===== config.mk =====
export PLATFORM = sky130hd
export DESIGN_NAME = rotary_decoder_flat
export DESIGN_NICKNAME = d
export VERILOG_FILES = /design/src/rtl/rotary_decoder_if.sv /design/src/rtl/rotary_decoder.sv /design/src/flat_wrapper.sv
export SDC_FILE = /design/constraint.sdc
export NUM_CORES = 1
export LEC_CHECK = 0
export CORE_MARGIN = 4
export CORE_UTILIZATION = 55
export DETAILED_ROUTE_END_ITERATION = 7
export MAX_ROUTING_LAYER = met4
export PLACE_DENSITY = 0.87
export SLEW_MARGIN = 20
export SYNTH_ARGS = -nofsm -noshare
export SYNTH_HDL_FRONTEND = slang
export SYNTH_SLANG_ARGS = --single-unit

===== constraint.sdc =====
create_clock -name clock -period 2.6 [get_ports clock]
set_input_delay 0.52 -clock clock [delete_from_list [all_inputs] [get_ports clock]]
set_output_delay 0.52 -clock clock [all_outputs]
set_load 0.01 [all_outputs]

===== src/rtl/rotary_decoder_if.sv =====
// Signal bundle between the rotary encoder pins, the rotary_decoder front end and the
// rotary instruction controller. illegal_count exists only with ROTARY_DECODER_ERRCNT_EN.
interface rotary_decoder_if #(
    parameter int ERRCNT_WIDTH = 8
);
    logic [1:0] rotary;
    logic       rotary_left;
    logic       rotary_right;
    logic [1:0] rotary_filtered;

`ifdef ROTARY_DECODER_ERRCNT_EN
    logic [ERRCNT_WIDTH-1:0] illegal_count;

    modport master (
        output rotary,
        input  rotary_left,
        input  rotary_right,
        input  rotary_filtered,
        input  illegal_count
    );

    modport slave (
        input  rotary,
        output rotary_left,
        output rotary_right,
        output rotary_filtered,
        output illegal_count
    );
`else
    localparam int ERRCNT_WIDTH_UNUSED = ERRCNT_WIDTH;

    modport master (
        output rotary,
        input  rotary_left,
        input  rotary_right,
        input  rotary_filtered
    );

    modport slave (
        input  rotary,
        output rotary_left,
        output rotary_right,
        output rotary_filtered
    );
`endif
endinterface


===== src/rtl/rotary_decoder.sv =====
// Quadrature encoder front end: two-flop synchroniser, per-pin debounce, detent decoder FSM.
// Optional saturating illegal-transition counter enabled by ROTARY_DECODER_ERRCNT_EN.
module rotary_decoder #(
    parameter int DEBOUNCE_CYCLES = 16,
    parameter int DEBOUNCE_WIDTH  = 5,
    parameter int ERRCNT_WIDTH    = 8
) (
    input  logic               clock,
    input  logic               reset,
    rotary_decoder_if.slave    bus
);

    typedef enum logic [2:0] {
        ST_IDLE   = 3'd0,
        ST_R1     = 3'd1,
        ST_R2     = 3'd2,
        ST_R3     = 3'd3,
        ST_L1     = 3'd4,
        ST_L2     = 3'd5,
        ST_L3     = 3'd6,
        ST_RESYNC = 3'd7
    } state_t;

    localparam logic [DEBOUNCE_WIDTH-1:0] CNT_ZERO = {DEBOUNCE_WIDTH{1'b0}};
    localparam logic [DEBOUNCE_WIDTH-1:0] CNT_ONE  = {{(DEBOUNCE_WIDTH-1){1'b0}}, 1'b1};
    localparam logic [DEBOUNCE_WIDTH-1:0] CNT_LAST = DEBOUNCE_WIDTH'(DEBOUNCE_CYCLES - 1);

    logic [1:0]                s1_r;
    logic [1:0]                s2_r;
    logic [1:0]                filtered_r;
    logic [1:0]                prev_filtered_r;
    logic [DEBOUNCE_WIDTH-1:0] cnt_r [0:1];
    state_t                    state_r;
    state_t                    state_next_s;
    logic                      left_r;
    logic                      right_r;
    logic                      left_next_s;
    logic                      right_next_s;
    logic                      illegal_s;
    logic [1:0]                change_s;

    // Two-stage synchroniser for the asynchronous encoder pins.
    always_ff @(posedge clock) begin
        if (reset) begin
            s1_r <= 2'b00;
            s2_r <= 2'b00;
        end else begin
            s1_r <= bus.rotary;
            s2_r <= s1_r;
        end
    end

    // Per-pin debounce: a new level must persist DEBOUNCE_CYCLES samples; any bounce restarts.
    always_ff @(posedge clock) begin
        if (reset) begin
            filtered_r <= 2'b00;
            cnt_r[0]   <= CNT_ZERO;
            cnt_r[1]   <= CNT_ZERO;
        end else begin
            for (int p = 0; p < 2; p++) begin
                if (s2_r[p] == filtered_r[p]) begin
                    cnt_r[p] <= CNT_ZERO;
                end else if (cnt_r[p] == CNT_LAST) begin
                    filtered_r[p] <= s2_r[p];
                    cnt_r[p]      <= CNT_ZERO;
                end else begin
                    cnt_r[p] <= cnt_r[p] + CNT_ONE;
                end
            end
        end
    end

    assign change_s = filtered_r ^ prev_filtered_r;

    // Next-state and pulse decode from the latest filtered-level change.
    always_comb begin
        state_next_s = state_r;
        left_next_s  = 1'b0;
        right_next_s = 1'b0;
        illegal_s    = 1'b0;
        if (state_r == ST_RESYNC) begin
            // Changes are ignored here; only a return to the rest level re-arms decoding.
            if (filtered_r == 2'b00) begin
                state_next_s = ST_IDLE;
            end else begin
                state_next_s = ST_RESYNC;
            end
        end else if (change_s == 2'b00) begin
            state_next_s = state_r;
        end else if (change_s == 2'b11) begin
            state_next_s = ST_RESYNC;
            illegal_s    = 1'b1;
        end else begin
            case (state_r)
                ST_IDLE: begin
                    if (filtered_r == 2'b01)      state_next_s = ST_R1;
                    else if (filtered_r == 2'b10) state_next_s = ST_L1;
                    else                          state_next_s = ST_RESYNC;
                end
                ST_R1: begin
                    if (filtered_r == 2'b11)      state_next_s = ST_R2;
                    else if (filtered_r == 2'b00) state_next_s = ST_IDLE;
                    else                          state_next_s = ST_RESYNC;
                end
                ST_R2: begin
                    if (filtered_r == 2'b10)      state_next_s = ST_R3;
                    else if (filtered_r == 2'b01) state_next_s = ST_R1;
                    else                          state_next_s = ST_RESYNC;
                end
                ST_R3: begin
                    if (filtered_r == 2'b00) begin
                        state_next_s = ST_IDLE;
                        right_next_s = 1'b1;
                    end else if (filtered_r == 2'b11) begin
                        state_next_s = ST_R2;
                    end else begin
                        state_next_s = ST_RESYNC;
                    end
                end
                ST_L1: begin
                    if (filtered_r == 2'b11)      state_next_s = ST_L2;
                    else if (filtered_r == 2'b00) state_next_s = ST_IDLE;
                    else                          state_next_s = ST_RESYNC;
                end
                ST_L2: begin
                    if (filtered_r == 2'b01)      state_next_s = ST_L3;
                    else if (filtered_r == 2'b10) state_next_s = ST_L1;
                    else                          state_next_s = ST_RESYNC;
                end
                ST_L3: begin
                    if (filtered_r == 2'b00) begin
                        state_next_s = ST_IDLE;
                        left_next_s  = 1'b1;
                    end else if (filtered_r == 2'b11) begin
                        state_next_s = ST_L2;
                    end else begin
                        state_next_s = ST_RESYNC;
                    end
                end
                default: state_next_s = ST_RESYNC;
            endcase
        end
    end

    // State register, previous filtered level and registered direction pulses.
    always_ff @(posedge clock) begin
        if (reset) begin
            state_r         <= ST_RESYNC;
            prev_filtered_r <= 2'b00;
            left_r          <= 1'b0;
            right_r         <= 1'b0;
        end else begin
            state_r         <= state_next_s;
            prev_filtered_r <= filtered_r;
            left_r          <= left_next_s;
            right_r         <= right_next_s;
        end
    end

    assign bus.rotary_left     = left_r;
    assign bus.rotary_right    = right_r;
    assign bus.rotary_filtered = filtered_r;

`ifdef ROTARY_DECODER_ERRCNT_EN
    localparam logic [ERRCNT_WIDTH-1:0] ERR_MAX = {ERRCNT_WIDTH{1'b1}};
    localparam logic [ERRCNT_WIDTH-1:0] ERR_ONE = {{(ERRCNT_WIDTH-1){1'b0}}, 1'b1};

    logic [ERRCNT_WIDTH-1:0] illegal_count_r;

    // Saturating count of illegal two-pin jumps; only reset clears it.
    always_ff @(posedge clock) begin
        if (reset) begin
            illegal_count_r <= {ERRCNT_WIDTH{1'b0}};
        end else if (illegal_s && (illegal_count_r != ERR_MAX)) begin
            illegal_count_r <= illegal_count_r + ERR_ONE;
        end else begin
            illegal_count_r <= illegal_count_r;
        end
    end

    assign bus.illegal_count = illegal_count_r;
`else
    localparam int ERRCNT_WIDTH_UNUSED = ERRCNT_WIDTH;
    logic illegal_unused_s;
    assign illegal_unused_s = illegal_s;
`endif

endmodule


===== src/flat_wrapper.sv =====
// flat-port wrapper written by rule: the top's interface ports become plain ports
module rotary_decoder_flat 
#(
    parameter int DEBOUNCE_CYCLES = 16,
    parameter int DEBOUNCE_WIDTH  = 5,
    parameter int ERRCNT_WIDTH    = 8
)
  (clock, reset, bus_rotary, bus_rotary_left, bus_rotary_right, bus_rotary_filtered);
  rotary_decoder_if #(.ERRCNT_WIDTH(ERRCNT_WIDTH)) bus_i ();
  input  logic clock;
  input  logic reset;
  input wire logic [$bits(bus_i.rotary)-1:0] bus_rotary;
  output wire logic [$bits(bus_i.rotary_left)-1:0] bus_rotary_left;
  output wire logic [$bits(bus_i.rotary_right)-1:0] bus_rotary_right;
  output wire logic [$bits(bus_i.rotary_filtered)-1:0] bus_rotary_filtered;
  assign bus_i.rotary = bus_rotary;
  assign bus_rotary_left = bus_i.rotary_left;
  assign bus_rotary_right = bus_i.rotary_right;
  assign bus_rotary_filtered = bus_i.rotary_filtered;
  rotary_decoder #(.DEBOUNCE_CYCLES(DEBOUNCE_CYCLES), .DEBOUNCE_WIDTH(DEBOUNCE_WIDTH), .ERRCNT_WIDTH(ERRCNT_WIDTH)) u_core (.clock(clock), .reset(reset), .bus(bus_i));
endmodule

Word-level counts from Yosys, hierarchy flattened --
Memory sizes are Yosys's and may differ from the RTL's. Cells that the tools add are included.
Cells by class: $add $sub $neg 2, $mul 0, div/mod/pow operators 0, $lt $le $gt $ge 0, equality and inequality tests 16, shift operators 0, muxes and demuxes 47, bitwise gates (word level) 11, reduce and logical (&&, ||, !) cells 7
Operators with widths (count):
- 3-bit 2-to-1 mux | 12
- 5-bit 2-to-1 mux | 6
- 1-bit 2-to-1 mux | 25
- 3-bit one-hot mux with 7 select lines | 1
- 3-bit equality test, second input constant | 4
- 5-bit by 1-bit adder with 5-bit output, second input constant | 2
- 5-bit by 4-bit equality test with 1-bit output, second input constant | 2
- 5-bit OR reduction | 2
- 2-bit equality test, second input constant | 3
- 3-bit by 2-bit equality test with 1-bit output, second input constant | 2
- 2-bit 2-to-1 mux | 3
- 1-bit bitwise OR | 6
- 2-bit logical NOT | 2
- 1-bit NOT | 4
- 2-bit AND reduction | 2
- 3-bit by 1-bit equality test with 1-bit output, second input constant | 1
- 3-bit logical NOT | 1
- 1-bit equality test | 2
- 2-bit by 1-bit equality test with 1-bit output, second input constant | 1
- 2-bit by 1-bit inequality test with 1-bit output, second input constant | 1
- 2-bit bitwise XOR | 1
Word-level totals: bits in registers 13, bits in latches 0, memory bits (writable) 10, ROM bits 0, output and inout bits 4, word-level logic and storage cells 92, memories 1
Memory list:
- u_core.cnt_r | depth 2, width 5, read ports 2, clocked after memory_dff 0, write ports 2, RTL line rotary_decoder.sv:32 | logic [DEBOUNCE_WIDTH-1:0] cnt_r [0:1];

Longest topological paths before layout --
Gate-level depths: netlist of run 1. An unclocked memory read counts as a cell.
depth after elaboration 8, mapped depth 6

Worst setup path after synthesis of run 1 --
No wires, ideal clock.
path type reg-to-reg, start reg u_core.filtered_r[0] (netlist: u_core.bus.rotary_filtered[0]), end reg u_core.state_r[0], arrival 1.814 ns, required time 2.478 ns, slack 0.664 ns, stages on the path, launching flop included 7, path buffers 0, clock period less this slack 1.936 ns, cell sequence dfxtp_1 -> inv_1 -> ha_1 -> and3b_1 -> a311oi_2 -> o311ai_1 -> a221o_1
Between the ends: word-level cells in the longest chain between the ends 7
RTL lines:
- from (decl) | RTL line rotary_decoder.sv:30 | logic [1:0] filtered_r;
- from (signal, indexed assignment) | RTL line rotary_decoder.sv:64 | filtered_r[p] <= s2_r[p];
- 2-bit equality test (tied with other cells) | RTL line rotary_decoder.sv:97, rotary_decoder.sv:106, rotary_decoder.sv:127
- 2-bit 2-to-1 mux (tied with other cells) | RTL line rotary_decoder.sv:97, rotary_decoder.sv:127
- 2-bit 2-to-1 mux (tied with other cells) | RTL line rotary_decoder.sv:126 | if (filtered_r == 2'b01) state_next_s = ST_L3;
- 3-bit one-hot mux with 7 select lines | RTL line rotary_decoder.sv:94 | case (state_r)
- 3-bit 2-to-1 mux | RTL line rotary_decoder.sv:90 | end else if (change_s == 2'b11) begin
- 3-bit 2-to-1 mux | RTL line rotary_decoder.sv:88 | end else if (change_s == 2'b00) begin
- 3-bit 2-to-1 mux | RTL line rotary_decoder.sv:81 | if (state_r == ST_RESYNC) begin
- to (signal assigned) | RTL line rotary_decoder.sv:153 | state_r <= state_next_s;
- to (decl) | RTL line rotary_decoder.sv:33 | state_t state_r;
Parallel ways exist; a longest one is shown, timed or not. The select of a mux whose other input is x is not followed. A chain may end at the register's enable or synchronous reset.

Worst setup path in the final report of run 1 --
start reg u_core.filtered_r[0] (netlist: u_core.bus.rotary_filtered[0]), end reg u_core.state_r[2]
Between the ends: word-level cells in the longest chain between the ends 7
RTL lines (RTL line):
- 2-bit equality test (tied with other cells) | rotary_decoder.sv:101, rotary_decoder.sv:114, rotary_decoder.sv:121
- 3-bit 2-to-1 mux, on equally long branches (2 in a row)
- 3-bit one-hot mux with 7 select lines | rotary_decoder.sv:94
- 3-bit 2-to-1 mux | rotary_decoder.sv:90
- 3-bit 2-to-1 mux | rotary_decoder.sv:88
- 3-bit 2-to-1 mux | rotary_decoder.sv:81
Parallel ways exist; a longest one is shown, timed or not. The select of a mux whose other input is x is not followed.

==> qor.yml, run 1 <==
count_of_distinct_cell_types_in_the_synthesized_netlist: 29
slowest_delay_ns: 0.46
setup.worst_path.start_class: "flip-flop"
timing.critical_path.fanout_max: 6
groute.usage.overall: 0.177
yosys_warnings: 0
crit_buf_inv: 1
grt_max_degree: 15
worst_hold_slack_ns: 0.452
insertion_delay_ns: 0.31
switchingPower_mw: 0.170
layout_worst_path_cycle_share: 0.788
crit_path_cell_trace: "inv_1, ha_1, and3b_1, a311oi_2, o211ai_1, a221o_1"
post-route-worst-setup-slack_ns: 0.551
ant_nets: 0
chipWidth_um: 54.2
fin_nets: 148
regToRegStartpoint: "u_core.bus.rotary_filtered[0]"
drtPass1Iterations: 4
placement.io_buffers: 7
final_hold_viol_count: 0
power_density_mw_per_mm2: 494
cts_max_path_buffers: 2
core_region_area_mm2: 0.00200
setup.worst_path.class: "reg -> reg"
design.portCount: 8
wirelength_um: 1930
grt_pass1_wl_um: 3560
clock_skew_ns: 0.00176
setup_viol: 0
synth_area_mm2: 0.00118
insertedDiodeCount: 0
final_cells: 160
maxClockFrequency_mhz: 488
synth.top_cell.area_share: 0.255
cts-root-buf: "sky130_fd_sc_hd__clkbuf_4"
total_leakage_power_nw: 0.564
dr_total_vias: 835
finalMaxSlewViolations: 0
cpLargestDelayFamily: "compound AO/OA/AOI/OAI gates"
ys_seq_elements: 23
comb_power_share: 0.109
status: "finished clean"
period_needed_ns: 2.05
finalCoreUtilization: 0.664
cts.repair.resized: 0
fin_area_mm2: 0.00133
cts_hold_buffers: 0
timing.critical_path.arrival_ns: 2.26
placedCellCount: 156
std_cell_rows: 16
filler_cell_count: 162
synth.yosys.seq_area_share: 0.477
critPathRequiredTime_ns: 2.81
hold_start: "u_core.s1_r[1]"
hpwl_um: 1500
overall_power_after_layout_mw: 0.657
synth_area_leader_cell: "sky130_fd_sc_hd__edfxtp_1"
route.detailed.vias_per_inst: 5.22
tritoncts_num_sinks: 23
timing.critical_path.slowest_stage_cell: "sky130_fd_sc_hd__dfxtp_1"
vdd_drop_max_mv: 0.426
syn_avg_cell_area_um2: 10.1
globalRouteOverflowTotal: 0
total_clock_buffers_created_by_cts: 3
routed_wire_length_per_instance_um: 12.1
fin_tns_setup_ns: 0
cts_max_level: 1
tritoncts: "built"
ff_latch_area_um2: 561
grt_antenna_before_repair: 0
sw_frac_of_total: 0.258
drt_first_iter_violations: 14
drive_gt1_frac: 0.0451
cts_setup_buffers: 0
syn_to_final_growth_pct: 13.1
footprint_of_the_multi_input_gates_um2: 597
start_util: 0.587
dpl_worst_slack_ns: 0.555
fp.dieArea_mm2: 0.00294
first_global_vias: 845
drt_drc_violations_left: 0
yosys-top-cells-area: "sky130_fd_sc_hd__edfxtp_1 (26%), sky130_fd_sc_hd__dfxtp_1 (22%), sky130_fd_sc_hd__ha_1 (11%)"
cts.reportedPaths.clkPinSlew_ns: 0.12
gpl.final_weighted_congestion: 0.760
intPower_mw: 0.487
post_dp_cell_area_mm2: 0.00130
chipHeight_um: 54.2
clkPwrFrac: 0.252
max-cap-violations: 0
gate_count_post_synth: 116
share_seq_of_total_power: 0.639
timing.critical_path.to_type: "flip-flop"
crit_path_start: "u_core.bus.rotary_filtered[0]"
setup_repair_after_global_routing_missed_its_margin: "no"
hold_path_class: "reg -> reg"
-- routing by layer --
metal  up-vias  GRT usage  wire length, um
li1        420          -                -
met1       393      0.189              817
met2        20      0.311             1040
met3         2     0.0327               60
met4         0     0.0913               19
met5         -          -                0
-- cells in the mapped netlist --
library cell,instances
sky130_fd_sc_hd__nor2_1,16
sky130_fd_sc_hd__dfxtp_1,13
sky130_fd_sc_hd__edfxtp_1,10
sky130_fd_sc_hd__ha_1,10
sky130_fd_sc_hd__inv_1,9
sky130_fd_sc_hd__nand2_1,9
sky130_fd_sc_hd__nor2b_1,6
sky130_fd_sc_hd__xnor2_1,5
sky130_fd_sc_hd__mux2i_1,4
sky130_fd_sc_hd__o21ai_0,4
sky130_fd_sc_hd__a221o_1,3
sky130_fd_sc_hd__buf_2,3
sky130_fd_sc_hd__xor2_1,3
sky130_fd_sc_hd__a31oi_1,2
sky130_fd_sc_hd__and3_1,2
sky130_fd_sc_hd__nand3_1,2
sky130_fd_sc_hd__nor3b_1,2
sky130_fd_sc_hd__or3_1,2
sky130_fd_sc_hd__a2111o_1,1
sky130_fd_sc_hd__a311oi_2,1
sky130_fd_sc_hd__and3b_1,1
sky130_fd_sc_hd__clkbuf_1,1
sky130_fd_sc_hd__conb_1,1
sky130_fd_sc_hd__nand2b_1,1
sky130_fd_sc_hd__nand3b_1,1
sky130_fd_sc_hd__nand4_1,1
sky130_fd_sc_hd__nand4b_1,1
sky130_fd_sc_hd__o211ai_1,1
sky130_fd_sc_hd__o311ai_1,1
-- sequential cells by signal, indices dropped and copies added (netlist names) --
register                    cells
u_core.bus.rotary_filtered      2
u_core.bus.rotary_left          1
u_core.bus.rotary_right         1
u_core.cnt_r                   10
u_core.prev_filtered_r          2
u_core.s1_r                     2
u_core.s2_r                     2
u_core.state_r                  3
-- worst register-to-register path, delay by kind of cell, from the launching register on --
| kind | cells | cell delay (ns) |
|---|---|---|
| compound gates | 3 | 0.79 |
| fa+ha+maj | 1 | 0.36 |
| buf+inv | 1 | 0.13 |
| flops | 1 | 0.46 |
| simple gates | 1 | 0.20 |
-- cell type report --
cell class	instances	area share
Multi-Input combinational cell	89	0.449
Sequential cell	23	0.421
Timing Repair Buffer	8	0.0583
Inverter	9	0.0254
Tap cell	27	0.0254
Clock buffer	3	0.0169
Clock inverter	1	0.00376
-- worst paths after layout --
| kind | end | slack, ns | cells after the start |
|---|---|---|---|
| worst min-delay path | u_core.s2_r[1] | 0.45 | 1 |
| worst max register to register | u_core.state_r[2] | 0.55 | 6 |
| worst max-delay path | u_core.state_r[2] | 0.55 | 6 |
| worst min register to register | u_core.s2_r[1] | 0.45 | 1 |
-- cells in the final DEF, fill, tap and decap left out, types with 2 or more instances in the layout --
| cell type | netlist | routed |
|---|---|---|
| sky130_fd_sc_hd__a221o_1 | 3 | 3 |
| sky130_fd_sc_hd__a31oi_1 | 2 | 2 |
| sky130_fd_sc_hd__and3_1 | 2 | 2 |
| sky130_fd_sc_hd__clkbuf_4 | 0 | 3 |
| sky130_fd_sc_hd__clkdlybuf4s50_1 | 0 | 7 |
| sky130_fd_sc_hd__conb_1 | 1 | 10 |
| sky130_fd_sc_hd__dfxtp_1 | 13 | 13 |
| sky130_fd_sc_hd__edfxtp_1 | 10 | 10 |
| sky130_fd_sc_hd__ha_1 | 10 | 10 |
| sky130_fd_sc_hd__inv_1 | 9 | 9 |
| sky130_fd_sc_hd__mux2i_1 | 4 | 4 |
| sky130_fd_sc_hd__nand2_1 | 9 | 9 |
| sky130_fd_sc_hd__nand3_1 | 2 | 2 |
| sky130_fd_sc_hd__nor2_1 | 16 | 16 |
| sky130_fd_sc_hd__nor2b_1 | 6 | 6 |
| sky130_fd_sc_hd__nor3b_1 | 2 | 2 |
| sky130_fd_sc_hd__o21ai_0 | 4 | 4 |
| sky130_fd_sc_hd__or3_1 | 2 | 2 |
| sky130_fd_sc_hd__xnor2_1 | 5 | 5 |
| sky130_fd_sc_hd__xor2_1 | 3 | 3 |
-- logic make-up after synthesis --
logic type	count (synthesis)	synth area share
buffers and inverters	13	0.0447
xor gates and xnor gates	8	0.0596
DFF	23	0.477
AOI/OAI and AO/OA	13	0.0894
muxes	4	0.0340
other	1	0.00319
adders and majority gates	10	0.106
and+or+nand+nor	44	0.186
-- power groups by stage --
stage	Clock [mW]	Sequential (mW)	Combinational (mW)
3_3_place_gp	0	0.425	0.0655
6_report	0.166	0.420	0.0714
3_5_place_dp	0	0.427	0.0705
5_1_grt	0.183	0.424	0.0827
2_1_floorplan	0	0.409	0.0703
4_1_cts	0.169	0.419	0.0707
No activity file was read; power rests on OpenSTA's default activity.
==> run 2: changes to the inputs <==
==> constraint.sdc (replaced) <==
create_clock -name clock -period 2 [get_ports clock]
set_input_delay 0.4 -clock clock [delete_from_list [all_inputs] [get_ports clock]]
set_output_delay 0.4 -clock clock [all_outputs]
set_load 0.01 [all_outputs]
==> run 2 against run 1 <==
  * Final area up 1.1%
  * Non-clock buffer count up 2
  * Cell count up 1.3%
  * Clock power up 27%
  * Core utilization up 0.75 points
==> qor.yml, run 2 (synthesis results as in run 1) <==
status: "finished clean"  # unchanged
tritoncts: "built"  # unchanged
max-cap-violations: 0  # unchanged
fin_tns_setup_ns: 0  # unchanged
timing.critical_path.fanout_max: 4  # was 6
start_util: 0.587  # unchanged
ant_nets: 0  # unchanged
hold_path_class: "reg -> reg"  # unchanged
routed_wire_length_per_instance_um: 11.6  # was 12.1 um
flip_flop_count_of_the_largest_register_all_copies_and_words_added: 10  # unchanged
r2r_slack_ns: 0.14  # was 0.55 ns
global_route.peak_usage_layer: "met2"  # unchanged
dr_total_vias: 848  # was 835
slowest_delay_ns: 0.37  # was 0.46 ns
setup_viol: 0  # unchanged
placedCellCount: 158  # was 156
core_region_area_mm2: 0.00200  # unchanged
globalRouteMet3Util: 0.0245  # was 0.0327
clock_skew_ns: 0.00579  # was 0.00176 ns
finalMaxSlewViolations: 0  # unchanged
grt_pass1_wl_um: 3350  # was 3560 um
final_cells: 162  # was 160
switchingPower_mw: 0.214  # was 0.170 mW
layout_common_cells: "sky130_fd_sc_hd__nor2_1 (16), sky130_fd_sc_hd__dfxtp_1 (13), sky130_fd_sc_hd__ha_1 (10), sky130_fd_sc_hd__edfxtp_1 (10), sky130_fd_sc_hd__conb_1 (10)"  # unchanged
setup_repair_after_global_routing_missed_its_margin: "no"  # unchanged
setup.worst_path.start_class: "flip-flop"  # unchanged
grt_use_met2: 0.309  # was 0.311
comb_power_share: 0.106  # was 0.109
final_common_cell: "sky130_fd_sc_hd__nor2_1"  # unchanged
cts_max_path_buffers: 2  # unchanged
cts_max_level: 1  # unchanged
hold_start: "u_core.s1_r[1]"  # unchanged
insertion_delay_ns: 0.30  # was 0.31 ns
timing.hold.worst_path_depth: 1  # unchanged
top_regs: "u_core.cnt_r (10), u_core.state_r (3)"  # unchanged
fin_nets: 150  # was 148
regToRegStartpoint: "u_core.bus.rotary_filtered[0]"  # unchanged
clkPwrFrac: 0.249  # was 0.252
first_global_vias: 845  # unchanged
fp.dieArea_mm2: 0.00294  # unchanged
groute.usage.overall: 0.161  # was 0.177
cts_setup_buffers: 0  # unchanged
timing.reg2reg.worst_path_depth: 6  # unchanged
period_needed_ns: 1.86  # was 2.05 ns
timing.critical_path.slowest_stage_cell: "sky130_fd_sc_hd__a221o_1"  # was sky130_fd_sc_hd__dfxtp_1
timing.critical_path.arrival_ns: 2.06  # was 2.26 ns
total_clock_buffers_created_by_cts: 3  # unchanged
drt_drc_violations_left: 0  # unchanged
grt_antenna_before_repair: 0  # unchanged
cts_hold_buffers: 0  # unchanged
grt_util_met1: 0.162  # was 0.189
sw_frac_of_total: 0.252  # was 0.258
power_density_mw_per_mm2: 630  # was 494 mW/mm^2
maxClockFrequency_mhz: 539  # was 488 MHz
syn_to_final_growth_pct: 14.4  # was 13.1%
total_leakage_power_nw: 0.575  # was 0.564 nW
insertedDiodeCount: 0  # unchanged
timing.critical_path.to_type: "flip-flop"  # unchanged
globalRouteOverflowTotal: 0  # unchanged
setup.worst_path.class: "reg -> reg"  # unchanged
crit_path_cell_trace: "inv_1, ha_1, and3b_1, a311oi_2, o211ai_1, a221o_1"  # unchanged
cts.repair.resized: 0  # unchanged
vdd_drop_max_mv: 0.446  # was 0.426 mV
intPower_mw: 0.633  # was 0.487 mW
final_hold_viol_count: 0  # unchanged
hpwl_um: 1450  # was 1500 um
chipWidth_um: 54.2  # unchanged
drt_first_iter_violations: 8  # was 14
drtPass1Iterations: 4  # unchanged
critPathRequiredTime_ns: 2.20  # was 2.81 ns
wirelength_um: 1880  # was 1930 um
share_seq_of_total_power: 0.645  # was 0.639
layout_worst_path_cycle_share: 0.928  # was 0.788
route.detailed.vias_per_inst: 5.23  # was 5.22
drive_gt1_frac: 0.0593  # was 0.0451
tritoncts_num_sinks: 23  # unchanged
cts.reportedPaths.clkPinSlew_ns: 0.13  # was 0.12 ns
std_cell_rows: 16  # unchanged
design.portCount: 8  # unchanged
r2r-end: "u_core.state_r[2]"  # unchanged
placement.io_buffers: 7  # unchanged
worstHoldEndpoint: "u_core.s2_r[1]"  # unchanged
gpl.final_weighted_congestion: 0.781  # was 0.760
chipHeight_um: 54.2  # unchanged
cts-root-buf: "sky130_fd_sc_hd__clkbuf_4"  # unchanged
grt_max_degree: 15  # unchanged
largest-register: "u_core.cnt_r"  # unchanged
-- run 2: worst max-delay path by stage --
stage                                        from                end  slack, ns  cells past startpoint
finish              u_core.bus.rotary_filtered[0]  u_core.state_r[2]       0.14                      6
global route        u_core.bus.rotary_filtered[0]  u_core.state_r[2]       0.01                      7
CTS                 u_core.bus.rotary_filtered[0]  u_core.state_r[2]       0.13                      6
global placement    u_core.bus.rotary_filtered[0]  u_core.state_r[0]       0.23                      6
floorplan           u_core.bus.rotary_filtered[0]  u_core.state_r[0]       0.06                      6
detailed placement  u_core.bus.rotary_filtered[0]  u_core.state_r[2]       0.16                      6
-- run 2: cell type report --
cell class | count | area, um^2
clock buffers | 3 | 22.5
clock inverters | 1 | 5.00
fillers | 165 | 657
inverters | 9 | 33.8
multi-input cells | 89 | 597
flip-flops and latches | 23 | 561
well taps | 27 | 33.8
repair buffers | 10 | 92.6
-- run 2: worst max-delay path: cells and delay by family, from the launching register on --
| kind | cells | cell delay, ns |
|---|---|---|
| flip-flops | 1 | 0.35 |
| buffers and inverters | 1 | 0.08 |
| adder cells (fa/ha/maj) | 1 | 0.35 |
| AO/OA/AOI/OAI | 3 | 0.77 |
| AND/OR/NAND/NOR | 1 | 0.20 |
-- run 2: metal layers --
layer | wire length (um) | up-vias
li1 | - | 430
met4 | 14 | 0
met1 | 772 | 406
met5 | 0 | -
met2 | 1040 | 10
met3 | 49 | 2
-- run 2: power by group through the flow --
stage	combinational, mW	sequential [mW]	clock, mW
finish	0.0899	0.546	0.211
global route	0.105	0.551	0.233
CTS	0.0896	0.545	0.214
detailed placement	0.0892	0.555	0
global placement	0.0850	0.553	0
floorplan	0.0914	0.532	0
-- run 2: metrics by stage --
step                hold WS, ns  power [mW]  cell area, um^2  setup slack (ns)  utilization
floorplan                 0.414       0.624             1210            0.0641            -
global placement          0.426       0.638             1320             0.234        0.658
detailed placement        0.428       0.644             1320             0.159        0.658
CTS                       0.459       0.848             1350             0.134        0.672
global route              0.463       0.888             1350            0.0126        0.672
finish                    0.456       0.847             1350             0.144        0.672
==> run 3: changes to the inputs <==
--- a/config.mk
+++ b/config.mk
@@ -5,11 +5,13 @@
 export SDC_FILE = /design/constraint.sdc
 export NUM_CORES = 1
 export LEC_CHECK = 0
+export CELL_PAD_IN_SITES_DETAIL_PLACEMENT = 0
+export CELL_PAD_IN_SITES_GLOBAL_PLACEMENT = 2
 export CORE_MARGIN = 4
-export CORE_UTILIZATION = 55
+export CORE_UTILIZATION = 35
 export DETAILED_ROUTE_END_ITERATION = 7
 export MAX_ROUTING_LAYER = met4
-export PLACE_DENSITY = 0.87
+export PLACE_DENSITY = 0.85
 export SLEW_MARGIN = 20
 export SYNTH_ARGS = -nofsm -noshare
 export SYNTH_HDL_FRONTEND = slang
==> run 3 against run 2 <==
  * Die area is 48% higher
  * Clock skew increased by 0.0016 ns
  * Worst setup slack lost 0.0041 ns
==> qor.yml, run 3 (synthesis results as in run 1) <==
status: "finished clean"  # unchanged
placedCellCount: 177  # was 158
share_seq_of_total_power: 0.628  # was 0.645
chipHeight_um: 66.0  # was 54.2 um
dr_total_vias: 816  # was 848
insertedDiodeCount: 0  # unchanged
overall_power_after_layout_mw: 0.857  # was 0.847 mW
hpwl_um: 1480  # was 1450 um
timing.reg2reg.worst_path_depth: 6  # unchanged
core_region_area_mm2: 0.00313  # was 0.00200 mm^2
crit_path_start: "u_core.bus.rotary_filtered[0]"  # unchanged
hold_path_class: "reg -> reg"  # unchanged
tritoncts_num_sinks: 23  # unchanged
ant_nets: 0  # unchanged
cts_hold_buffers: 0  # unchanged
grt_antenna_before_repair: 0  # unchanged
slowest_delay_ns: 0.36  # was 0.37 ns
wirelength_um: 1820  # was 1880 um
setup.worst_path.class: "reg -> reg"  # unchanged
groute.usage.overall: 0.0964  # was 0.161
first_global_vias: 728  # was 845
syn_to_final_growth_pct: 17.7  # was 14.4%
gpl.final_weighted_congestion: 0.748  # was 0.781
power_density_mw_per_mm2: 619  # was 630 mW/mm^2
insertion_delay_ns: 0.31  # was 0.30 ns
fin_nets: 152  # was 150
period_needed_ns: 1.86  # about the same
drive_gt1_frac: 0.0730  # was 0.0593
setup_repair_after_global_routing_missed_its_margin: "no"  # unchanged
cts_max_path_buffers: 2  # unchanged
routed_wire_length_per_instance_um: 10.1  # was 11.6 um
vdd_drop_max_mv: 0.460  # was 0.446 mV
timing.critical_path.slowest_stage_cell: "sky130_fd_sc_hd__ha_1"  # was sky130_fd_sc_hd__a221o_1
top_regs: "u_core.cnt_r (10), u_core.state_r (3)"  # unchanged
drt_first_iter_violations: 26  # was 8
cpLargestDelayFamily: "compound AO/OA/AOI/OAI gates"  # unchanged
max-cap-violations: 0  # unchanged
setup_viol: 0  # unchanged
flip_flop_count_of_the_largest_register_all_copies_and_words_added: 10  # unchanged
intPower_mw: 0.639  # was 0.633 mW
setup.worst_path.start_class: "flip-flop"  # unchanged
total_leakage_power_nw: 0.580  # was 0.575 nW
comb_power_share: 0.118  # was 0.106
timing.critical_path.fanout_max: 4  # unchanged
globalRouteOverflowTotal: 0  # unchanged
timing.critical_path.to_type: "flip-flop"  # unchanged
largest-register: "u_core.cnt_r"  # unchanged
cts.reportedPaths.clkPinSlew_ns: 0.13  # about the same
finalCoreUtilization: 0.442  # was 0.672
total_clock_buffers_created_by_cts: 3  # unchanged
route.detailed.vias_per_inst: 4.51  # was 5.23
crit_buf_inv: 1  # unchanged
switchingPower_mw: 0.218  # was 0.214 mW
tritoncts: "built"  # unchanged
timing.critical_path.arrival_ns: 2.07  # was 2.06 ns
final_hold_viol_count: 0  # unchanged
finalMaxSlewViolations: 0  # unchanged
chipWidth_um: 66.0  # was 54.2 um
grt_max_degree: 15  # unchanged
final_cells: 181  # was 162
cts_setup_buffers: 0  # unchanged
critPathRequiredTime_ns: 2.21  # was 2.20 ns
maxClockFrequency_mhz: 538  # was 539 MHz
grt_pass1_wl_um: 3130  # was 3350 um
clkPwrFrac: 0.254  # was 0.249
cts-root-buf: "sky130_fd_sc_hd__clkbuf_4"  # unchanged
crit_path_cell_trace: "inv_1, ha_1, and3b_1, a311oi_2, o311ai_1, a221o_1"  # was inv_1, ha_1, and3b_1, a311oi_2, o211ai_1, a221o_1
layout_worst_path_cycle_share: 0.930  # was 0.928
dpl_worst_slack_ns: 0.163  # was 0.159 ns
design.portCount: 8  # unchanged
cts.repair.resized: 0  # unchanged
layout_common_cells: "sky130_fd_sc_hd__nor2_1 (16), sky130_fd_sc_hd__dfxtp_1 (13), sky130_fd_sc_hd__ha_1 (10), sky130_fd_sc_hd__edfxtp_1 (10), sky130_fd_sc_hd__conb_1 (10)"  # unchanged
std_cell_rows: 20  # was 16
fin_tns_setup_ns: 0  # unchanged
drtPass1Iterations: 4  # unchanged
final_common_cell: "sky130_fd_sc_hd__nor2_1"  # unchanged
r2r_slack_ns: 0.14  # about the same
start_util: 0.376  # was 0.587
post-route-worst-setup-slack_ns: 0.140  # was 0.144 ns
drt_drc_violations_left: 0  # unchanged
regToRegStartpoint: "u_core.bus.rotary_filtered[0]"  # unchanged
fp.dieArea_mm2: 0.00435  # was 0.00294 mm^2
worst_setup_path_endpoint: "u_core.state_r[0]"  # was u_core.state_r[2]
placement.io_buffers: 7  # unchanged
timing.critical_path.depth: 6  # unchanged
clock_skew_ns: 0.00738  # was 0.00579 ns
sw_frac_of_total: 0.254  # was 0.252
cts_max_level: 1  # unchanged
r2r-end: "u_core.state_r[0]"  # was u_core.state_r[2]
==> run 3: routing by layer <==
layer  up-vias  share of wire  wire, um  GRT usage
met2         9           0.47       852      0.149
li1        431              -         -          -
met3         2          0.030        54     0.0357
met1       374           0.49       902      0.121
met4         0         0.0077        14     0.0228
met5         -              0         0          -
==> run 3: how the worst min path moves through the flow <==
stage          cells after the start        endpoint  slack (ns)            from
3_3_place_gp                       1  u_core.s2_r[0]        0.43  u_core.s1_r[0]
2_1_floorplan                      1  u_core.s2_r[0]        0.41  u_core.s1_r[0]
4_1_cts                            1  u_core.s2_r[1]        0.46  u_core.s1_r[1]
3_5_place_dp                       1  u_core.s2_r[1]        0.43  u_core.s1_r[1]
6_report                           1  u_core.s2_r[1]        0.45  u_core.s1_r[1]
5_1_grt                            1  u_core.s2_r[0]        0.46  u_core.s1_r[0]
==> run 3: worst reg2reg max path, stage by stage, from the launching register on <==
cell and delay [ns]:
sky130_fd_sc_hd__dfxtp_1 0.35, sky130_fd_sc_hd__inv_1 0.08, sky130_fd_sc_hd__ha_1 0.36, sky130_fd_sc_hd__and3b_1 0.21, sky130_fd_sc_hd__a311oi_2 0.26, sky130_fd_sc_hd__o311ai_1 0.15, sky130_fd_sc_hd__a221o_1 0.36
==> run 3: per-stage QoR <==
step / instance area [um^2] / hold WS [ns]
2_1_floorplan: 1210 / 0.414
3_3_place_gp: 1350 / 0.426
3_5_place_dp: 1350 / 0.427
4_1_cts: 1380 / 0.456
5_1_grt: 1380 / 0.463
6_report: 1380 / 0.452
==> run 3: power groups by stage <==
stage / logic (mW) / registers, mW / clock network (mW)
2_1_floorplan: 0.0914 / 0.532 / 0
3_3_place_gp: 0.100 / 0.548 / 0
3_5_place_dp: 0.101 / 0.549 / 0
4_1_cts: 0.102 / 0.538 / 0.232
5_1_grt: 0.114 / 0.542 / 0.251
6_report: 0.101 / 0.538 / 0.218
==> run 3: area by class of cell <==
| class | count | area, um^2 |
|---|---|---|
| fill | 321 | 1740 |
| multi-input combinational | 89 | 597 |
| sequential | 23 | 561 |
| timing repair buffer | 12 | 108 |
| tap | 44 | 55.1 |
| inverter | 9 | 33.8 |
| clock buffer | 3 | 22.5 |
| clock inverter | 1 | 7.51 |
==> RTL change 1 (flow settings as in run 2) <==
`DEBOUNCE_WIDTH` is set to 5 in 2 places; all go to 10.
--- a/src/rtl/rotary_decoder.sv
+++ b/src/rtl/rotary_decoder.sv
@@ -3,5 +3,5 @@
 module rotary_decoder #(
     parameter int DEBOUNCE_CYCLES = 16,
-    parameter int DEBOUNCE_WIDTH  = 5,
+    parameter int DEBOUNCE_WIDTH  = 10,
     parameter int ERRCNT_WIDTH    = 8
 ) (
--- a/src/flat_wrapper.sv
+++ b/src/flat_wrapper.sv
@@ -3,5 +3,5 @@
 #(
     parameter int DEBOUNCE_CYCLES = 16,
-    parameter int DEBOUNCE_WIDTH  = 5,
+    parameter int DEBOUNCE_WIDTH  = 10,
     parameter int ERRCNT_WIDTH    = 8
 )
Function: no difference found for any inputs over 10 cycles, from zero or initial values and one cycle with reset high; that may be too few to reach the edited logic, so the function may still have changed.
==> RTL change 1 against run 2 <==
Power increased by 67%; combinational power is 40% higher; critical path type unchanged; setup slack got worse by 0.041 ns; hold slack improved by 0.0083 ns; clock power grew 130%; final cell count increased by 46%; cell area is 48% higher; wire length increased by 60%; synthesized area increased by 44%; first-iteration DRC count rose to 7.3 times the old value; sequential cell count increased by 10; largest cell class is now sequential cells.
==> RTL change 1: results (changes against run 2) <==
status=complete, no violations; worst ir drop on vdd=0.570 mV (+28%); global-route usage over all layers=17.5% (+1.4 points); GR Layer Usage met1=19.2% (+3.0 points); port buffer count=7 (unchanged); GR Util met3=5.86% (+3.4 points); vias after detailed routing=1225 (+44%); clock transition time at the flip-flop clock pins of the worst setup and hold paths=0.10 ns (-0.03 ns); number of DRC markers in iteration 0=58 (+50); global-route track usage on met2=28.7% (-2.2 points); endpoint arrival time on the critical path=1.97 ns (-0.09 ns); Yosys warning total=0 (unchanged); path category of the worst min-delay check=flip-flop to flip-flop; number of iterations in the first detailed-routing pass=6 (+2); routability cong.=0.802 (+2.7%); number of synthesized flops with an enable pin=20 (+10); clock tree root driver cell=sky130_fd_sc_hd__clkbuf_4; fraction of synthesis flops using an asynchronous set or reset pin=0% (unchanged); highest cell delay on the worst timing path=0.55 ns (+0.18 ns); Synth Instances=168 (+45%); number of buffers on the longest clock path=2 (unchanged); worst setup skew after layout=0.0131 ns (+0.00735 ns); family with the most delay on the worst path=simple AND/OR/NAND/NOR gates; post-placement cell count=227 (+44%); Critical Path Fanout Max=9 (+5); HPWL after DPL=2300 um (+59%); number of buffers inserted during clock tree synthesis=5 (+2); ratio of cells with drive above 1 in the final layout=9.27% (+3.3 points); Cell Area, Placed=1900 um^2 (+44%); count of non-filler cells in the finished layout=236 (+46%); largest net degree at the start of global routing=12 (-3); count of distinct cell types in the synthesized netlist=35 (+21%); most frequent cells after synthesis=sky130_fd_sc_hd__nor2_1, sky130_fd_sc_hd__edfxtp_1, sky130_fd_sc_hd__xnor2_1, sky130_fd_sc_hd__dfxtp_1, sky130_fd_sc_hd__nand2_1; initial antenna violation count=0 (unchanged); post-synthesis sequential area ratio=51.0% (+3.3 points); number of diodes added for antenna fixing=0 (unchanged); CTS tree=yes; Synth area leaders=sky130_fd_sc_hd__edfxtp_1, sky130_fd_sc_hd__dfxtp_1, sky130_fd_sc_hd__nor2_1; final net count=216 (+44%); depth of the CTS H-tree=2 (+1); clock latency of the later-clocked register in the worst-skew pair=0.33 ns (+0.03 ns); number of global-route vias before repair=1280 (+51%); CP max-delay cell=sky130_fd_sc_hd__or4_1; largest registers=u_core.cnt_r x20, u_core.state_r x3; drt total wl=3000 um (+60%); global-route wire length before repair=5320 um (+59%); leakage power summed over all cells=0.756 nW (+32%)
[RTL change 1: changes by cell type in the layout (fill, tap and decap cells not counted), sizes merged, moves of 3 or more]
cell           run 2  this run
xnor2              5        15
conb              10        20
or4                0         3
clkbuf             3         6
nor3               0         3
nand3              2         7
nor2              16        36
buf                3         8
a221o              3         0
edfxtp            10        20
[RTL change 1: final cells by class]
cell class,instances,area (um^2)
inverters,7,26.3
repair buffers,15,130
clock buffers,6,41.3
well taps,31,38.8
clock inverters,2,33.8
fillers,224,866
flip-flops and latches,33,861
multi-input cells,142,856
[RTL change 1: where the power goes]
| part | total [mW] | leakage, nW | switching (mW) | internal (mW) |
|---|---|---|---|---|
| registers | 0.811 | 0.313 | 0.0557 | 0.756 |
| clock network | 0.477 | 0.0399 | 0.217 | 0.260 |
| logic | 0.126 | 0.403 | 0.0614 | 0.0646 |
[RTL change 1: worst paths after layout]
check | to | slack (ns) | depth (start not counted) | startpoint
worst max-delay path | u_core.cnt_r[1][3] | 0.10 | 4 | u_core.cnt_r[1][4]
worst min-delay path | u_core.s2_r[1] | 0.46 | 1 | u_core.s1_r[1]
worst max register to register | u_core.cnt_r[1][3] | 0.10 | 4 | u_core.cnt_r[1][4]
worst min register to register | u_core.s2_r[1] | 0.46 | 1 | u_core.s1_r[1]
[RTL change 1: repair_timing]
action	4_1_cts	5_1_grt
setup endpoints to repair	0	19
buffers inserted	0	1
resized for setup	0	1
endpoints found under the hold margin	0	0
[RTL change 1: cell families (layout without fill, tap and decap cells)]
| group | count (synthesis) | count (layout) | synth area share, % |
|---|---|---|---|
| xor gates and xnor gates | 20 | 20 | 10.4 |
| AOI/OAI and AO/OA | 13 | 13 | 5.04 |
| adders and majority gates | 8 | 8 | 5.93 |
| muxes | 4 | 4 | 2.44 |
| other | 1 | 20 | 0.222 |
| buffers and inverters | 12 | 30 | 2.89 |
| and+or+nand+nor | 77 | 77 | 22.1 |
| DFF | 33 | 33 | 51.0 |
[RTL change 1: stage by stage]
stage / utilization, % / worst slack, ns / hold WS (ns)
5_1_grt: 69.6 / 0.0356 / 0.482
4_1_cts: 69.2 / 0.0352 / 0.465
2_1_floorplan: - / 0.182 / 0.414
3_5_place_dp: 66.6 / 0.0599 / 0.442
3_3_place_gp: 66.6 / 0.0975 / 0.422
6_report: 69.6 / 0.103 / 0.465
[RTL change 1: worst reg2reg max path, cell delays in order (launching register included)]
cell and delay, ns:
sky130_fd_sc_hd__edfxtp_1 0.40, sky130_fd_sc_hd__or4_1 0.55, sky130_fd_sc_hd__or4_4 0.46, sky130_fd_sc_hd__nand2_2 0.17, sky130_fd_sc_hd__nor2_1 0.07
[RTL change 1: per-layer routing]
metal / wire [um] / vias up
met5: 0 / -
met4: 53 / 0
met3: 104 / 6
met2: 1530 / 24
met1: 1320 / 566
li1: - / 629
==> RTL change 2 (config.mk and constraints of run 2) <==
Without the edit above. Encoding of `state_t`: now one-hot (8 bits for 8 states).
--- a/src/rtl/rotary_decoder.sv
+++ b/src/rtl/rotary_decoder.sv
@@ -11,13 +11,13 @@
 );
 
-    typedef enum logic [2:0] {
-        ST_IDLE   = 3'd0,
-        ST_R1     = 3'd1,
-        ST_R2     = 3'd2,
-        ST_R3     = 3'd3,
-        ST_L1     = 3'd4,
-        ST_L2     = 3'd5,
-        ST_L3     = 3'd6,
-        ST_RESYNC = 3'd7
+    typedef enum logic [7:0] {
+        ST_IDLE   = 8'b00000001,
+        ST_R1     = 8'b00000010,
+        ST_R2     = 8'b00000100,
+        ST_R3     = 8'b00001000,
+        ST_L1     = 8'b00010000,
+        ST_L2     = 8'b00100000,
+        ST_L3     = 8'b01000000,
+        ST_RESYNC = 8'b10000000
     } state_t;
 
Behaviour: same outputs for any inputs over 10 cycles, from zero or initial values and one cycle with reset high; not proved beyond that.
==> RTL change 2 against run 2 <==
Highest routed layer unchanged; setup slack gained 0.053 ns; count of clock-buffer cells in the layout did not move; power up 32%; combinational power is 150% higher; synthesized area grew 30%; clock power up 10%; cell area is 26% higher; wire length increased by 47%; clock skew down 0.0021 ns; sequential cell count is 5 higher; largest power group unchanged.
==> RTL change 2: results (changes against run 2) <==
vias after detailed routing=1177 (+39%); global-route usage over all layers=18.7% (+2.5 points); port buffer count=7 (unchanged); endpoint arrival time on the critical path=1.40 ns (-0.66 ns); number of sinks driven by the clock tree=28 (+22%); number of global-route vias before repair=1117 (+32%); comb_multi_in=119 (+34%); NetSw=0.326 mW (+53%); PD cells=658 nW/um^2 (+4.4%); family with the most delay on the worst path=buffers and inverters; Power Clock=0.233 mW (+10%); highest cell delay on the worst timing path=0.54 ns (+0.17 ns); worst setup skew after layout=0.00370 ns (-0.00209 ns); final net count=193 (+29%); number of buffers on the longest clock path=2 (unchanged); Fill cells=218 (+32%); ratio of cells with drive above 1 in the final layout=9.09% (+3.2 points); post-synthesis sequential area ratio=43.2% (-4.5 points); number of synthesized flops with an enable pin=10 (unchanged); leakage power summed over all cells=0.690 nW (+20%); number of DRC markers in iteration 0=45 (+37); GR Layer Usage met1=23.1% (+7.0 points); Cell Area, Placed=1670 um^2 (+27%); largest net degree at the start of global routing=16 (+1); relative contribution of combinational cells to total power=19.8% (+9.2 points); non-clock inverter total of the final layout=11 (+2); area taken by flip-flops and latches=661 um^2 (+18%); clock latency of the later-clocked register in the worst-skew pair=0.32 ns (+0.02 ns); status=complete, no violations; global-route wire length before repair=4910 um (+47%); count of distinct cell types in the synthesized netlist=40 (+38%); pre-CTS setup slack=0.156 ns (-0.00289 ns); HPWL after DPL=2190 um (+51%); CP max-delay cell=sky130_fd_sc_hd__clkdlybuf4s50_1; portion of the layout cell area used by non-clock buffers=7.22% (+0.34 points); Synth area leaders=sky130_fd_sc_hd__dfxtp_1, sky130_fd_sc_hd__edfxtp_1, sky130_fd_sc_hd__ha_1; M1 wire length=1250 um (+62%); Critical Path Fanout Max=7 (+3); global-route track usage on met2=29.8% (-1.1 points); Yosys warning total=0 (unchanged); largest registers=u_core.cnt_r x10, u_core.state_r x8; met3 WL=83 um (+69%); WL met2=1410 um (+36%); most frequent cells after synthesis=sky130_fd_sc_hd__nor2_1, sky130_fd_sc_hd__dfxtp_1, sky130_fd_sc_hd__ha_1, sky130_fd_sc_hd__inv_1, sky130_fd_sc_hd__edfxtp_1; count of buffers not belonging to the clock network in the layout=14 (+4); GR Util met3=3.83% (+1.4 points); uppermost layer routed=met4; clock network area share=1.55% (-0.50 points); worst ir drop on vdd=0.502 mV (+13%); multi-input gate share of the layout cell area=47.7% (+3.3 points); routability cong.=0.884 (+13%); share of the final layout cell area in sequential cells=38.9% (-2.8 points); drt total wl=2770 um (+47%)
==> RTL change 2: metrics by stage <==
step / cells / utilization [%]
2_1_floorplan: 168 / -
3_3_place_gp: 202 / 65.1
3_5_place_dp: 202 / 65.1
4_1_cts: 206 / 66.1
5_1_grt: 206 / 66.1
6_report: 206 / 66.1
==> RTL change 2: cell families after synthesis <==
group           after synthesis  synth area share [%]
compound gates               18                  7.93
fa+ha+maj                    12                  9.81
xor+xnor                     12                  6.87
other cells                   1                 0.245
buf+inv                      21                  6.13
simple gates                 65                  24.5
mux                           2                  1.31
flops                        28                  43.2
==> RTL change 2: worst paths after layout <==
check                                      from                      to  slack [ns]  cells after the start
setup / recovery  u_core.bus.rotary_filtered[0]  bus_rotary_filtered[0]        0.20                      2
hold / removal                   u_core.s1_r[0]          u_core.s2_r[0]        0.46                      1
setup reg to reg             u_core.cnt_r[1][0]      u_core.cnt_r[1][2]        0.21                      5
hold reg to reg                  u_core.s1_r[0]          u_core.s2_r[0]        0.46                      1
